**src/rtl/mc_pkg.sv**
```systemverilog
// Shared definitions for the multicycle MIPS-subset main control FSM:
// state encodings, opcode values, datapath mux selects and ULA operation codes.
package mc_pkg;

  typedef enum logic [4:0] {
    FETCH    = 5'd0,
    DECODE   = 5'd1,
    RTYPE_EX = 5'd2,
    RTYPE_WB = 5'd3,
    ADDI_EX  = 5'd4,
    ADDI_WB  = 5'd5,
    MEMADR   = 5'd6,
    MEMRD    = 5'd7,
    MEMWB    = 5'd8,
    MEMWR    = 5'd9,
    BEQ      = 5'd10,
    JUMP     = 5'd11,
    EXC      = 5'd12
  } state_t;

  localparam logic [5:0] OP_RTYPE = 6'd0;
  localparam logic [5:0] OP_J     = 6'd2;
  localparam logic [5:0] OP_BEQ   = 6'd4;
  localparam logic [5:0] OP_ADDI  = 6'd8;
  localparam logic [5:0] OP_LW    = 6'd35;
  localparam logic [5:0] OP_SW    = 6'd43;

  localparam logic [2:0] ULA_ADD   = 3'b001;
  localparam logic [2:0] ULA_SUB   = 3'b010;
  localparam logic [2:0] ULA_FUNCT = 3'b111;

  localparam logic [2:0] SRCA_PC  = 3'd0;
  localparam logic [2:0] SRCA_A   = 3'd1;
  localparam logic [2:0] SRCB_B   = 3'd0;
  localparam logic [2:0] SRCB_4   = 3'd1;
  localparam logic [2:0] SRCB_IMM = 3'd2;
  localparam logic [2:0] SRCB_BR  = 3'd3;

  localparam logic [2:0] ADDR_PC  = 3'd0;
  localparam logic [2:0] ADDR_ALU = 3'd1;

  localparam logic [2:0] WREG_RT  = 3'd0;
  localparam logic [2:0] WREG_RD  = 3'd1;
  localparam logic [2:0] WDAT_ALU = 3'd0;
  localparam logic [2:0] WDAT_MDR = 3'd1;

  localparam logic [2:0] PC_ALU   = 3'd0;
  localparam logic [2:0] PC_BR    = 3'd1;
  localparam logic [2:0] PC_JUMP  = 3'd2;
  localparam logic [2:0] PC_EXC   = 3'd3;

endpackage

```
**src/rtl/mc_ctrl_decode.sv**
```systemverilog
// Combinational state -> control-word decoder. Every output is forced to 0
// while enable is low so a reset aborts any in-flight memory access at once.
module mc_ctrl_decode
  import mc_pkg::*;
#(
  parameter int SEL_W = 3
) (
  input  logic [4:0]       stateCode,
  input  logic             enable,
  input  logic             memRdy,
  input  logic             zero,
  output logic             Load_PC,
  output logic             Load_IR,
  output logic             Load_A,
  output logic             Load_B,
  output logic             Load_ULAOut,
  output logic             Load_MDR,
  output logic             RegWrite,
  output logic             MemWrite,
  output logic             MemRead,
  output logic [SEL_W-1:0] IorD,
  output logic [SEL_W-1:0] ULAsrcA,
  output logic [SEL_W-1:0] ULAsrcB,
  output logic [SEL_W-1:0] ULA_select,
  output logic [SEL_W-1:0] WriteRegMux,
  output logic [SEL_W-1:0] WriteDataMux,
  output logic [SEL_W-1:0] PCSource,
  output logic             exc
);

  always_comb begin
    Load_PC      = 1'b0;
    Load_IR      = 1'b0;
    Load_A       = 1'b0;
    Load_B       = 1'b0;
    Load_ULAOut  = 1'b0;
    Load_MDR     = 1'b0;
    RegWrite     = 1'b0;
    MemWrite     = 1'b0;
    MemRead      = 1'b0;
    IorD         = '0;
    ULAsrcA      = '0;
    ULAsrcB      = '0;
    ULA_select   = '0;
    WriteRegMux  = '0;
    WriteDataMux = '0;
    PCSource     = '0;
    exc          = 1'b0;
    if (enable) begin
      case (state_t'(stateCode))
        FETCH: begin
          IorD       = SEL_W'(ADDR_PC);
          MemRead    = 1'b1;
          ULAsrcA    = SEL_W'(SRCA_PC);
          ULAsrcB    = SEL_W'(SRCB_4);
          ULA_select = SEL_W'(ULA_ADD);
          PCSource   = SEL_W'(PC_ALU);
          Load_IR    = memRdy;
          Load_PC    = memRdy;
        end
        DECODE: begin
          Load_A      = 1'b1;
          Load_B      = 1'b1;
          ULAsrcA     = SEL_W'(SRCA_PC);
          ULAsrcB     = SEL_W'(SRCB_BR);
          ULA_select  = SEL_W'(ULA_ADD);
          Load_ULAOut = 1'b1;
        end
        RTYPE_EX: begin
          ULAsrcA     = SEL_W'(SRCA_A);
          ULAsrcB     = SEL_W'(SRCB_B);
          ULA_select  = SEL_W'(ULA_FUNCT);
          Load_ULAOut = 1'b1;
        end
        RTYPE_WB: begin
          RegWrite     = 1'b1;
          WriteRegMux  = SEL_W'(WREG_RD);
          WriteDataMux = SEL_W'(WDAT_ALU);
        end
        ADDI_EX, MEMADR: begin
          ULAsrcA     = SEL_W'(SRCA_A);
          ULAsrcB     = SEL_W'(SRCB_IMM);
          ULA_select  = SEL_W'(ULA_ADD);
          Load_ULAOut = 1'b1;
        end
        ADDI_WB: begin
          RegWrite     = 1'b1;
          WriteRegMux  = SEL_W'(WREG_RT);
          WriteDataMux = SEL_W'(WDAT_ALU);
        end
        MEMRD: begin
          IorD     = SEL_W'(ADDR_ALU);
          MemRead  = 1'b1;
          Load_MDR = memRdy;
        end
        MEMWB: begin
          RegWrite     = 1'b1;
          WriteRegMux  = SEL_W'(WREG_RT);
          WriteDataMux = SEL_W'(WDAT_MDR);
        end
        MEMWR: begin
          IorD     = SEL_W'(ADDR_ALU);
          MemWrite = 1'b1;
        end
        BEQ: begin
          ULAsrcA    = SEL_W'(SRCA_A);
          ULAsrcB    = SEL_W'(SRCB_B);
          ULA_select = SEL_W'(ULA_SUB);
          PCSource   = SEL_W'(PC_BR);
          Load_PC    = zero;
        end
        JUMP: begin
          PCSource = SEL_W'(PC_JUMP);
          Load_PC  = 1'b1;
        end
        EXC: begin
          exc      = 1'b1;
          PCSource = SEL_W'(PC_EXC);
          Load_PC  = 1'b1;
        end
        default: begin
        end
      endcase
    end
  end

endmodule

```
**src/rtl/mc_control_fsm.sv**
```systemverilog
// Multicycle MIPS-subset main control FSM: state register and next-state logic;
// the control word itself comes from mc_ctrl_decode.
module mc_control_fsm
  import mc_pkg::*;
#(
  parameter int OP_W     = 6,
  parameter int SEL_W    = 3,
  parameter int STATE_W  = 5,
  parameter int MEM_WAIT = 1
) (
  input  logic               clk,
  input  logic               reset_n,
  input  logic [OP_W-1:0]    opcode,
  input  logic [5:0]         funct,
  input  logic               zero,
  input  logic               mem_ready,
  output logic               Load_PC,
  output logic               Load_IR,
  output logic               Load_A,
  output logic               Load_B,
  output logic               Load_ULAOut,
  output logic               Load_MDR,
  output logic               RegWrite,
  output logic               MemWrite,
  output logic               MemRead,
  output logic [SEL_W-1:0]   IorD,
  output logic [SEL_W-1:0]   ULAsrcA,
  output logic [SEL_W-1:0]   ULAsrcB,
  output logic [SEL_W-1:0]   ULA_select,
  output logic [SEL_W-1:0]   WriteRegMux,
  output logic [SEL_W-1:0]   WriteDataMux,
  output logic [SEL_W-1:0]   PCSource,
  output logic               exc,
  output logic [STATE_W-1:0] state
);

  state_t state_q, state_d;
  logic   memRdy;
  logic   unusedFunct;

  // funct only steers the ULA through ULA_select=111; the FSM never branches on it.
  assign unusedFunct = ^funct;
  assign memRdy      = (MEM_WAIT != 0) ? mem_ready : 1'b1;
  assign state       = STATE_W'(state_q);

  always_ff @(posedge clk) begin
    if (!reset_n) state_q <= FETCH;
    else          state_q <= state_d;
  end

  always_comb begin
    state_d = FETCH;
    case (state_q)
      FETCH:    state_d = memRdy ? DECODE : FETCH;
      DECODE: begin
        if      (opcode == OP_W'(OP_RTYPE)) state_d = RTYPE_EX;
        else if (opcode == OP_W'(OP_ADDI))  state_d = ADDI_EX;
        else if (opcode == OP_W'(OP_LW) ||
                 opcode == OP_W'(OP_SW))    state_d = MEMADR;
        else if (opcode == OP_W'(OP_BEQ))   state_d = BEQ;
        else if (opcode == OP_W'(OP_J))     state_d = JUMP;
        else                                state_d = EXC;
      end
      RTYPE_EX: state_d = RTYPE_WB;
      ADDI_EX:  state_d = ADDI_WB;
      // IR only loads in FETCH, so the opcode is still valid for this second decode.
      MEMADR: begin
        if      (opcode == OP_W'(OP_LW)) state_d = MEMRD;
        else if (opcode == OP_W'(OP_SW)) state_d = MEMWR;
        else                             state_d = FETCH;
      end
      MEMRD:    state_d = memRdy ? MEMWB : MEMRD;
      MEMWR:    state_d = memRdy ? FETCH : MEMWR;
      default:  state_d = FETCH;
    endcase
  end

  mc_ctrl_decode #(.SEL_W(SEL_W)) uDecode (
    .stateCode    (state_q),
    .enable       (reset_n),
    .memRdy       (memRdy),
    .zero         (zero),
    .Load_PC      (Load_PC),
    .Load_IR      (Load_IR),
    .Load_A       (Load_A),
    .Load_B       (Load_B),
    .Load_ULAOut  (Load_ULAOut),
    .Load_MDR     (Load_MDR),
    .RegWrite     (RegWrite),
    .MemWrite     (MemWrite),
    .MemRead      (MemRead),
    .IorD         (IorD),
    .ULAsrcA      (ULAsrcA),
    .ULAsrcB      (ULAsrcB),
    .ULA_select   (ULA_select),
    .WriteRegMux  (WriteRegMux),
    .WriteDataMux (WriteDataMux),
    .PCSource     (PCSource),
    .exc          (exc)
  );

endmodule

```
**config.mk**
```make
export PLATFORM = sky130hd
export DESIGN_NAME = mc_control_fsm
export DESIGN_NICKNAME = d
export VERILOG_FILES = /design/src/rtl/mc_pkg.sv /design/src/rtl/mc_ctrl_decode.sv /design/src/rtl/mc_control_fsm.sv
export SDC_FILE = /design/constraint.sdc
export NUM_CORES = 1
export LEC_CHECK = 0
export CAP_MARGIN = 15
export CORE_AREA = 5 5 54 56
export CTS_BUF_LIST = sky130_fd_sc_hd__clkbuf_8
export DETAILED_ROUTE_END_ITERATION = 8
export DIE_AREA = 0 0 59 61
export GPL_ROUTABILITY_DRIVEN = 0
export GPL_TIMING_DRIVEN = 1
export PLACE_DENSITY = 0.74
export SLEW_MARGIN = 10
export SYNTH_ARGS = -nofsm -noshare
export SYNTH_HDL_FRONTEND = slang
export SYNTH_SLANG_ARGS = --single-unit
```
**constraint.sdc**
```tcl
create_clock -name clk -period 1.7 [get_ports clk]
set_input_delay 0.425 -clock clk [delete_from_list [all_inputs] [get_ports clk]]
set_output_delay 0.425 -clock clk [all_outputs]
set_load 0.05 [all_outputs]
```
==> metrics.cfg, run 1 <==
[setup_path]
crit_arrival_ps = 1660
crit_slowest_cell = dfxtp_4
reg2reg_from = state[2]
critical_path_class = reg2out
startpoint_type = flip-flop
reg2reg_depth = 7
rrSetupSlack_ps = -120
critPathMaxStageDelay_ps = 390
cp_max_fo = 8
crit_path_end_kind = primary output
crit_chain = buf_12 > nor3b_2 > a21oi_1 > o32a_1 > nor2_4 > buf_12
cp.required_ps = 1270
r2r-end = state[0]
cpMostUsedCell = buf_12

[timing]
max_slew_margin = 0.652
hold_ws_ps = 887
clock_skew_ps = 4.90
fmax_ghz = 0.480
period_minus_slack_ps = 2080
setup_viol = 25
final_max_slew_viol_count = 0
fin_ws_ps = -384
worstMarginPinSlew_ps = 522
rsz0062_at_grt = yes
layout_worst_path_cycle_share = 1.23
hold_violations = 0

[outcome]
outcome = complete, but fails checks
violations = setup timing

[synthesis]
syn_inst = 103
synth_edf_count = 0
post-synth-top-count-cell = buf_4
ys_types = 43
ys_ff_latch = 4
synth_common_cells = 12 x buf_4, 10 x nand2_1, 10 x nor2_1
synth_largest_area_cell = buf_4
async_reset_ff_frac = 0
ys_seq_area_frac = 0.115
synth_ff_type = dfxtp_1
yosysWarnings = 0
synth_top_area_share = 0.129
synth_area_um2 = 698
synth_area_per_cell_um2 = 6.78
synth_area_leaders = buf_4 13%, dfxtp_1 11%, a21oi_1 6.5%

[global_route]
track_usage = 0.272
grt_pass1_wl_um = 7180
grt_overflow = 0
antenna_found_initial = 0
grt_max_degree = 11
grt_pass1_vias = 1271

[routing]
postRouteAntennaNets = 0
totalWireLength_um = 6510
vias = 1326
viasPerCell = 5.87
drt_iter0_drc = 74
wire_per_inst_um = 28.8
drcViolationCount = 0
drtPass1Iterations = 5

[layout]
largest_reg_flops = 4
area_growth_pct = 230
antenna_cells = 0
layout-drive-gt1-share = 0.730
final_nets = 214

[hold_path]
hold_path_end = state[1]
hold_class = reg2reg
min-delay-start = state[2]
hold_path_depth = 4

[floorplanning]
rows = 18
coreArea_mm2 = 0.00239
die_h_um = 61
die_area_mm2 = 0.00360
die_x_um = 59
start_util = 0.292
io_pins = 52

[power]
clock_power_share = 0.138
finalPower_mw = 1.52
p_seq_frac = 0.086
combPwrFrac = 0.776
p_int_mw = 0.799
ir_drop_mv = 0.881
swShare = 0.475
p_leak_nw = 0.949
power_density_mw_per_mm2 = 659
switching_power_mw = 0.721

[clock_network]
cts_buffers = 3
cts_tree = built
clk_path_buf_depth = 2
root_buffer = clkbuf_8
postCtsHoldBufs = 0
cts_sinks = 4
clkLatencyLatePin_ps = 220
clk_pin_slew_ps = 40
h-tree-depth = 1

[placed_design]
io_buffers = 34
dp_hpwl_um = 2560

[run]
drv_cap = 0

[critical path, delay by kind of cell (launching register included)]
kind	cells	cell delay (ps)
AOI/OAI and AO/OA	2	350
buffers and inverters	2	300
DFF	1	390
and+or+nand+nor	2	390
[metal layers]
metal	global-route usage	vias up	part of all wire
li1	-	538	-
met1	0.324	633	0.34
met2	0.498	112	0.51
met3	0.0553	43	0.082
met4	0.0680	0	0.065
met5	0	-	0
[placed cells by master (no fill, tap or decap), types with 2 or more instances in the layout]
cell	n
buf_4	34
buf_6	28
buf_12	28
conb_1	11
nor2_4	8
nor3_4	5
dlygate4sd2_1	5
a21oi_4	4
nand2_4	4
nand2_1	4
a21oi_1	4
dfxtp_4	4
nand2b_4	3
nand3b_1	3
o21a_1	3
or3_4	3
clkbuf_8	3
nor4b_4	2
nand2b_1	2
nor2_1	2
clkdlybuf4s15_1	2
[power groups by stage]
stage          Clock (mW)  Combinational, mW  Sequential [mW]
2_1_floorplan           0              0.471            0.155
3_5_place_dp            0              0.851            0.132
3_3_place_gp            0              0.824            0.131
4_1_cts             0.202               1.02            0.131
5_1_grt             0.217               1.20            0.131
6_report            0.210               1.18            0.131
[cell type report]
cell class / count / area [um^2]
Inverter: 1 / 20.0
Clock buffer: 3 / 41.3
Multi-Input combinational cell: 89 / 893
Fill cell: 37 / 80.1
Tap cell: 30 / 37.5
Sequential cell: 4 / 95.1
Timing Repair Buffer: 99 / 1220
[stage by stage]
| step | std cells | setup TNS [ps] | utilization | setup slack, ps | cell area [um^2] |
|---|---|---|---|---|---|
| 2_1_floorplan | 113 | -4190 | - | -659 | 987 |
| 4_1_cts | 216 | -3520 | 0.904 | -320 | 2160 |
| 3_5_place_dp | 195 | -12590 | 0.734 | -809 | 1750 |
| 5_1_grt | 226 | -4830 | 0.966 | -366 | 2310 |
| 3_3_place_gp | 195 | -11940 | 0.734 | -789 | 1750 |
| 6_report | 226 | -4660 | 0.966 | -384 | 2310 |
[logic make-up (layout without fill, tap and decap cells)]
kind of cell / count (synthesis) / in the layout / share of synthesized area
simple gates: 51 / 51 / 0.421
compound gates: 25 / 25 / 0.247
buf+inv: 20 / 103 / 0.185
flops: 4 / 4 / 0.115
other cells: 1 / 11 / 0.00537
xor+xnor: 1 / 1 / 0.0125
mux: 1 / 1 / 0.0143
[worst max-delay path by stage]
stage / start / endpoint / cells past startpoint
finish: state[3] / RegWrite / 6
global placement: reset_n / Load_PC / 7
CTS: reset_n / Load_PC / 7
global route: state[3] / RegWrite / 6
floorplan: reset_n / Load_PC / 4
detailed placement: reset_n / Load_PC / 7
[what timing repair did]
item,CTS,global route
gates cloned,1,0
buffers inserted,17,15
resized for setup,64,27
pin swaps,27,21
endpoints found under the setup margin,25,25
Note: power is estimated with default switching activity, not from simulation.
==> inputs of run 2 (changes only) <==
--- a/config.mk
+++ b/config.mk
@@ -12,8 +12,8 @@
 export DIE_AREA = 0 0 59 61
 export GPL_ROUTABILITY_DRIVEN = 0
 export GPL_TIMING_DRIVEN = 1
+export MAX_ROUTING_LAYER = met4
 export PLACE_DENSITY = 0.74
-export SLEW_MARGIN = 10
 export SYNTH_ARGS = -nofsm -noshare
 export SYNTH_HDL_FRONTEND = slang
 export SYNTH_SLANG_ARGS = --single-unit
==> run 2 against run 1 <==
Effect of this change: the flow still finishes with violations (setup timing); first-iteration DRC count up 14%; non-clock buffer count unchanged; total power about the same; cell area unchanged; sequential share of layout area unchanged; wire length down 0.74%; critical path depth unchanged; flip-flop and latch count unchanged; worst hold slack worse by 6.7 ps; die area unchanged; setup slack better by 19 ps; critical path type unchanged; largest cell class unchanged; highest routed layer unchanged.
==> metrics.cfg, run 2 (synthesized netlist as in run 1, its figures left out) <==
[power]
switching_power_mw = 0.721
p_leak_nw = 0.949
p_int_mw = 0.799
swShare = 0.474
finalPower_mw = 1.52
p_seq_frac = 0.086
power_density_mw_per_mm2 = 659
combPwrFrac = 0.776
ir_drop_mv = 0.882
clock_power_share = 0.138

[clock_network]
clkLatencyLatePin_ps = 220
clk_path_buf_depth = 2
root_buffer = clkbuf_8
cts_tree = built
cts_sinks = 4
clk_pin_slew_ps = 40
h-tree-depth = 1
cts_buffers = 3
postCtsHoldBufs = 0

[floorplanning]
die_x_um = 59
rows = 18
die_h_um = 61
coreArea_mm2 = 0.00239
die_area_mm2 = 0.00360
io_pins = 52
start_util = 0.292

[routing]
wire_per_inst_um = 28.6
drt_iter0_drc = 84
postRouteAntennaNets = 0
drtPass1Iterations = 4
viasPerCell = 5.91
vias = 1335
drcViolationCount = 0
totalWireLength_um = 6460

[setup_path]
cpMostUsedCell = buf_12
crit_slowest_cell = dfxtp_4
cp_max_fo = 8
crit_path_end_kind = primary output
startpoint_type = flip-flop
critical_path_class = reg2out
crit_chain = buf_12 > nor3b_2 > a21oi_1 > o32a_1 > nor2_4 > buf_12
critPathMaxStageDelay_ps = 390
cp.required_ps = 1270
crit_arrival_ps = 1640

[layout]
largest_reg_flops = 4
layout_common_cells = 34 x buf_4, 28 x buf_6, 28 x buf_12, 11 x conb_1, 8 x nor2_4
multi_input_area_um2 = 893
stdcell_area_mm2 = 0.00231
final_nets = 214
seqCellArea_um2 = 95.1
fillers = 37
antenna_cells = 0
final_common_cell = buf_4
area_growth_pct = 230
final_util = 0.966
layout-drive-gt1-share = 0.730

[timing]
period_minus_slack_ps = 2070
fin_ws_ps = -365
clock_skew_ps = 4.96
setup_viol = 25
rsz0062_at_grt = yes
final_max_slew_viol_count = 0
layout_worst_path_cycle_share = 1.21
hold_ws_ps = 880
hold_violations = 0
fmax_ghz = 0.484

[global_route]
track_usage = 0.281
grt_pass1_vias = 1271
antenna_found_initial = 0
grt_max_degree = 11
grt_pass1_wl_um = 7180
grt_overflow = 0

[placed_design]
detailed_place.area_mm2 = 0.00175
io_buffers = 34
dp_slack_ps = -809
dp_hpwl_um = 2560

[run]
drv_cap = 0

[outcome]
outcome = complete, but fails checks
violations = setup timing

[hold_path]
hold_class = reg2reg

## run 2: cell counts in the layout (fill, tap and decap cells not counted)
No cell type changed its count.
## run 2: final cells by class
type / count / share of cell area
clock buffers: 3 / 0.0179
inverters: 1 / 0.00868
well taps: 30 / 0.0163
flip-flops and latches: 4 / 0.0412
repair buffers: 99 / 0.529
multi-input cells: 89 / 0.387
## run 2: worst paths after layout
check        startpoint        to  slack [ps]  depth (start not counted)
max            state[3]  RegWrite        -370                          6
min            state[2]  state[1]         880                          4
max reg2reg    state[3]  state[3]         -90                          7
min reg2reg    state[2]  state[1]         880                          4
## run 2: power groups by stage
stage | Clock [mW] | Sequential (mW) | Combinational (mW)
6_report | 0.210 | 0.130 | 1.18
5_1_grt | 0.217 | 0.130 | 1.20
4_1_cts | 0.202 | 0.131 | 1.02
3_5_place_dp | 0 | 0.132 | 0.851
3_3_place_gp | 0 | 0.131 | 0.824
2_1_floorplan | 0 | 0.155 | 0.471
## run 2: timing repair
item | in CTS | in global routing
buffers inserted | 17 | 15
resized for setup | 64 | 27
endpoints found under the setup margin | 25 | 25
cloned | 1 | 0
pin swaps | 27 | 21
## run 2: through the flow
| stage | setup TNS [ps] | instances |
|---|---|---|
| floorplan | -4190 | 113 |
| global placement | -11940 | 195 |
| detailed placement | -12590 | 195 |
| CTS | -3520 | 216 |
| global route | -4810 | 226 |
| finish | -4470 | 226 |
## run 2: per-layer routing
metal,track usage,vias to the layer above,share of wire,wire [um]
met3,0.0532,42,0.071,458
met2,0.495,100,0.52,3330
met1,0.327,653,0.35,2260
li1,-,540,-,-
met4,0.0680,0,0.064,413
met5,-,-,0,0
## run 2: worst max-delay path: cells and delay by family (launching register included)
kind	cells	cell delay (ps)
flops	1	390
simple gates	2	380
compound gates	2	350
buf+inv	2	300
==> inputs of run 3 (changes only) <==
--- a/config.mk
+++ b/config.mk
@@ -6,14 +6,15 @@
 export NUM_CORES = 1
 export LEC_CHECK = 0
 export CAP_MARGIN = 15
-export CORE_AREA = 5 5 54 56
+export CORE_AREA = 5 5 49 51
 export CTS_BUF_LIST = sky130_fd_sc_hd__clkbuf_8
 export DETAILED_ROUTE_END_ITERATION = 8
-export DIE_AREA = 0 0 59 61
+export DIE_AREA = 0 0 54 56
 export GPL_ROUTABILITY_DRIVEN = 0
 export GPL_TIMING_DRIVEN = 1
 export MAX_ROUTING_LAYER = met4
-export PLACE_DENSITY = 0.74
+export PLACE_DENSITY = 0.86
 export SYNTH_ARGS = -nofsm -noshare
 export SYNTH_HDL_FRONTEND = slang
 export SYNTH_SLANG_ARGS = --single-unit
+export TNS_END_PERCENT = 30
==> constraint.sdc (replaced) <==
create_clock -name clk -period 2.7 [get_ports clk]
set_input_delay 0.675 -clock clk [delete_from_list [all_inputs] [get_ports clk]]
set_output_delay 0.675 -clock clk [all_outputs]
set_load 0.05 [all_outputs]
==> run 3 against run 2 <==
Effect of this change: the flow now finishes without violations; clock power is 37% lower; final cell count is 25% lower; flip-flop and latch count stayed put; core utilization shrank 24 points; global-route usage fell by 10 points; clock-buffer cell count stayed put; die area is 16% lower; sequential share of layout area is 1.7 points higher; first-iteration DRC count decreased by 82%; setup slack better by 470 ps; critical path depth is 2 lower; highest routed layer unchanged; largest power group unchanged; sequential power down 29%.
==> metrics.cfg, run 3 (synthesized netlist as in run 1, its figures left out) <==
[power]
p_int_mw = 0.327
switching_power_mw = 0.300
p_seq_frac = 0.148
swShare = 0.479
power_density_mw_per_mm2 = 455
ir_drop_mv = 0.526
finalPower_mw = 0.627
combPwrFrac = 0.640
p_leak_nw = 0.527
clock_power_share = 0.212

[floorplanning]
die_h_um = 56
die_area_mm2 = 0.00302
die_x_um = 54
rows = 16
io_pins = 52
coreArea_mm2 = 0.00190
start_util = 0.367

[hold_path]
hold_path_end = state[3]
hold_path_depth = 3
hold_class = reg2reg
min-delay-start = state[0]

[layout]
final_util = 0.725
area_growth_pct = 97.5
antenna_cells = 0
largest_reg_flops = 4
final_common_cell = buf_12
layout-drive-gt1-share = 0.345
layout_common_cells = 21 x buf_12, 13 x buf_4, 11 x conb_1, 10 x nand2_1, 10 x clkdlybuf4s50_1
stdcell_area_mm2 = 0.00138
final_nets = 160
fillers = 144

[setup_path]
crit_path_end_kind = primary output
r2r-end = state[1]
cp.required_ps = 2030
rrSetupSlack_ps = 820
crit_chain = clkdlybuf4s50_1 > nor4b_4 > a311o_2 > buf_12
critical-path-top-delay-family = buffers and inverters
cp_max_fo = 5
crit_buf_inv = 2
crit_arrival_ps = 1920
reg2reg_depth = 5
reg2reg_from = state[2]
crit_slowest_cell = clkdlybuf4s50_1
critPathMaxStageDelay_ps = 510
critical_path_class = in2out
startpoint_type = primary input

[routing]
drt_iter0_drc = 15
drcViolationCount = 0
viasPerCell = 5.50
totalWireLength_um = 2530
wire_per_inst_um = 14.9
drtPass1Iterations = 4
postRouteAntennaNets = 0
vias = 930

[timing]
setup_viol = 0
rsz0062_at_grt = no
fin_setup_tns_ps = 0
layout_worst_path_cycle_share = 0.962
hold_violations = 0
worstMarginPinSlew_ps = 628
final_max_slew_viol_count = 0
clock_skew_ps = 6.07
fmax_ghz = 0.385
fin_ws_ps = 102
period_minus_slack_ps = 2600
max_slew_margin = 0.581

[placed_design]
detailed_place.area_mm2 = 0.00133
io_buffers = 34
dp_slack_ps = -221
dp_hpwl_um = 2030

[global_route]
antenna_found_initial = 0
grt_max_degree = 21
grt_overflow = 0
track_usage = 0.179
grt_pass1_vias = 842
grt_pass1_wl_um = 3950

[clock_network]
postCtsHoldBufs = 0
cts_sinks = 4
cts_tree = built
clk_path_buf_depth = 2
h-tree-depth = 1
cts_buffers = 3
clkLatencyLatePin_ps = 230
clk_pin_slew_ps = 40
root_buffer = clkbuf_8

[outcome]
outcome = complete, no violations

[run]
drv_cap = 0

run 3: changes by cell type in the layout (fill, tap and decap cells not counted), sizes merged:
| cell | delta |
|---|---|
| clkdlybuf4s50 | +9 |
| clkdlybuf4s15 | -2 |
| buf | -57 |
| dlygate4sd2 | -4 |
run 3: what timing repair did:
action	in CTS	in global routing
gates resized for setup	2	0
setup endpoints to repair	6	0
setup buffers	0	0
run 3: worst max path at each step:
stage                      endpoint      start  cells past startpoint  slack (ps)
finish                      Load_PC  mem_ready                      4         100
global placement            Load_PC    reset_n                      6        -180
detailed placement          Load_PC    reset_n                      6        -220
CTS                         Load_PC  mem_ready                      4         100
floorplan           WriteDataMux[0]   state[2]                      4        -300
global route             ULAsrcA[0]   state[2]                      4          40
run 3: metal layers:
layer  share of wire  track usage
met4           0.019       0.0854
met5               0            -
met3           0.070       0.0241
met2            0.54        0.310
met1            0.38        0.192
run 3: power by group through the flow:
stage          sequential, mW  clock (mW)  combinational, mW
2_1_floorplan          0.0958           0              0.245
3_3_place_gp           0.0916           0              0.389
3_5_place_dp           0.0922           0              0.400
4_1_cts                0.0918       0.134              0.403
5_1_grt                0.0952       0.138              0.420
6_report               0.0929       0.133              0.402
run 3: through the flow:
stage | hold WS (ps) | cells
after CTS | 802 | 169
after detailed placement | 790 | 166
after floorplan | 915 | 113
final | 812 | 169
after global placement | 748 | 166
after global routing | 844 | 169
run 3: worst reg2reg max path, delay by kind of cell (launching register included):
family                 cells  cell delay [ps]
AO/OA/AOI/OAI              2              320
buffers and inverters      1              270
AND/OR/NAND/NOR            2              560
flip-flops                 1              670
run 3: area by class of cell:
cell class	instances	area, um^2	share of cell area
timing repair buffer	45	627	0.455
multi-input combinational	89	593	0.430
sequential	4	80.1	0.0581
clock buffer	3	41.3	0.0299
tap	27	33.8	0.0245
inverter	1	3.75	0.00272
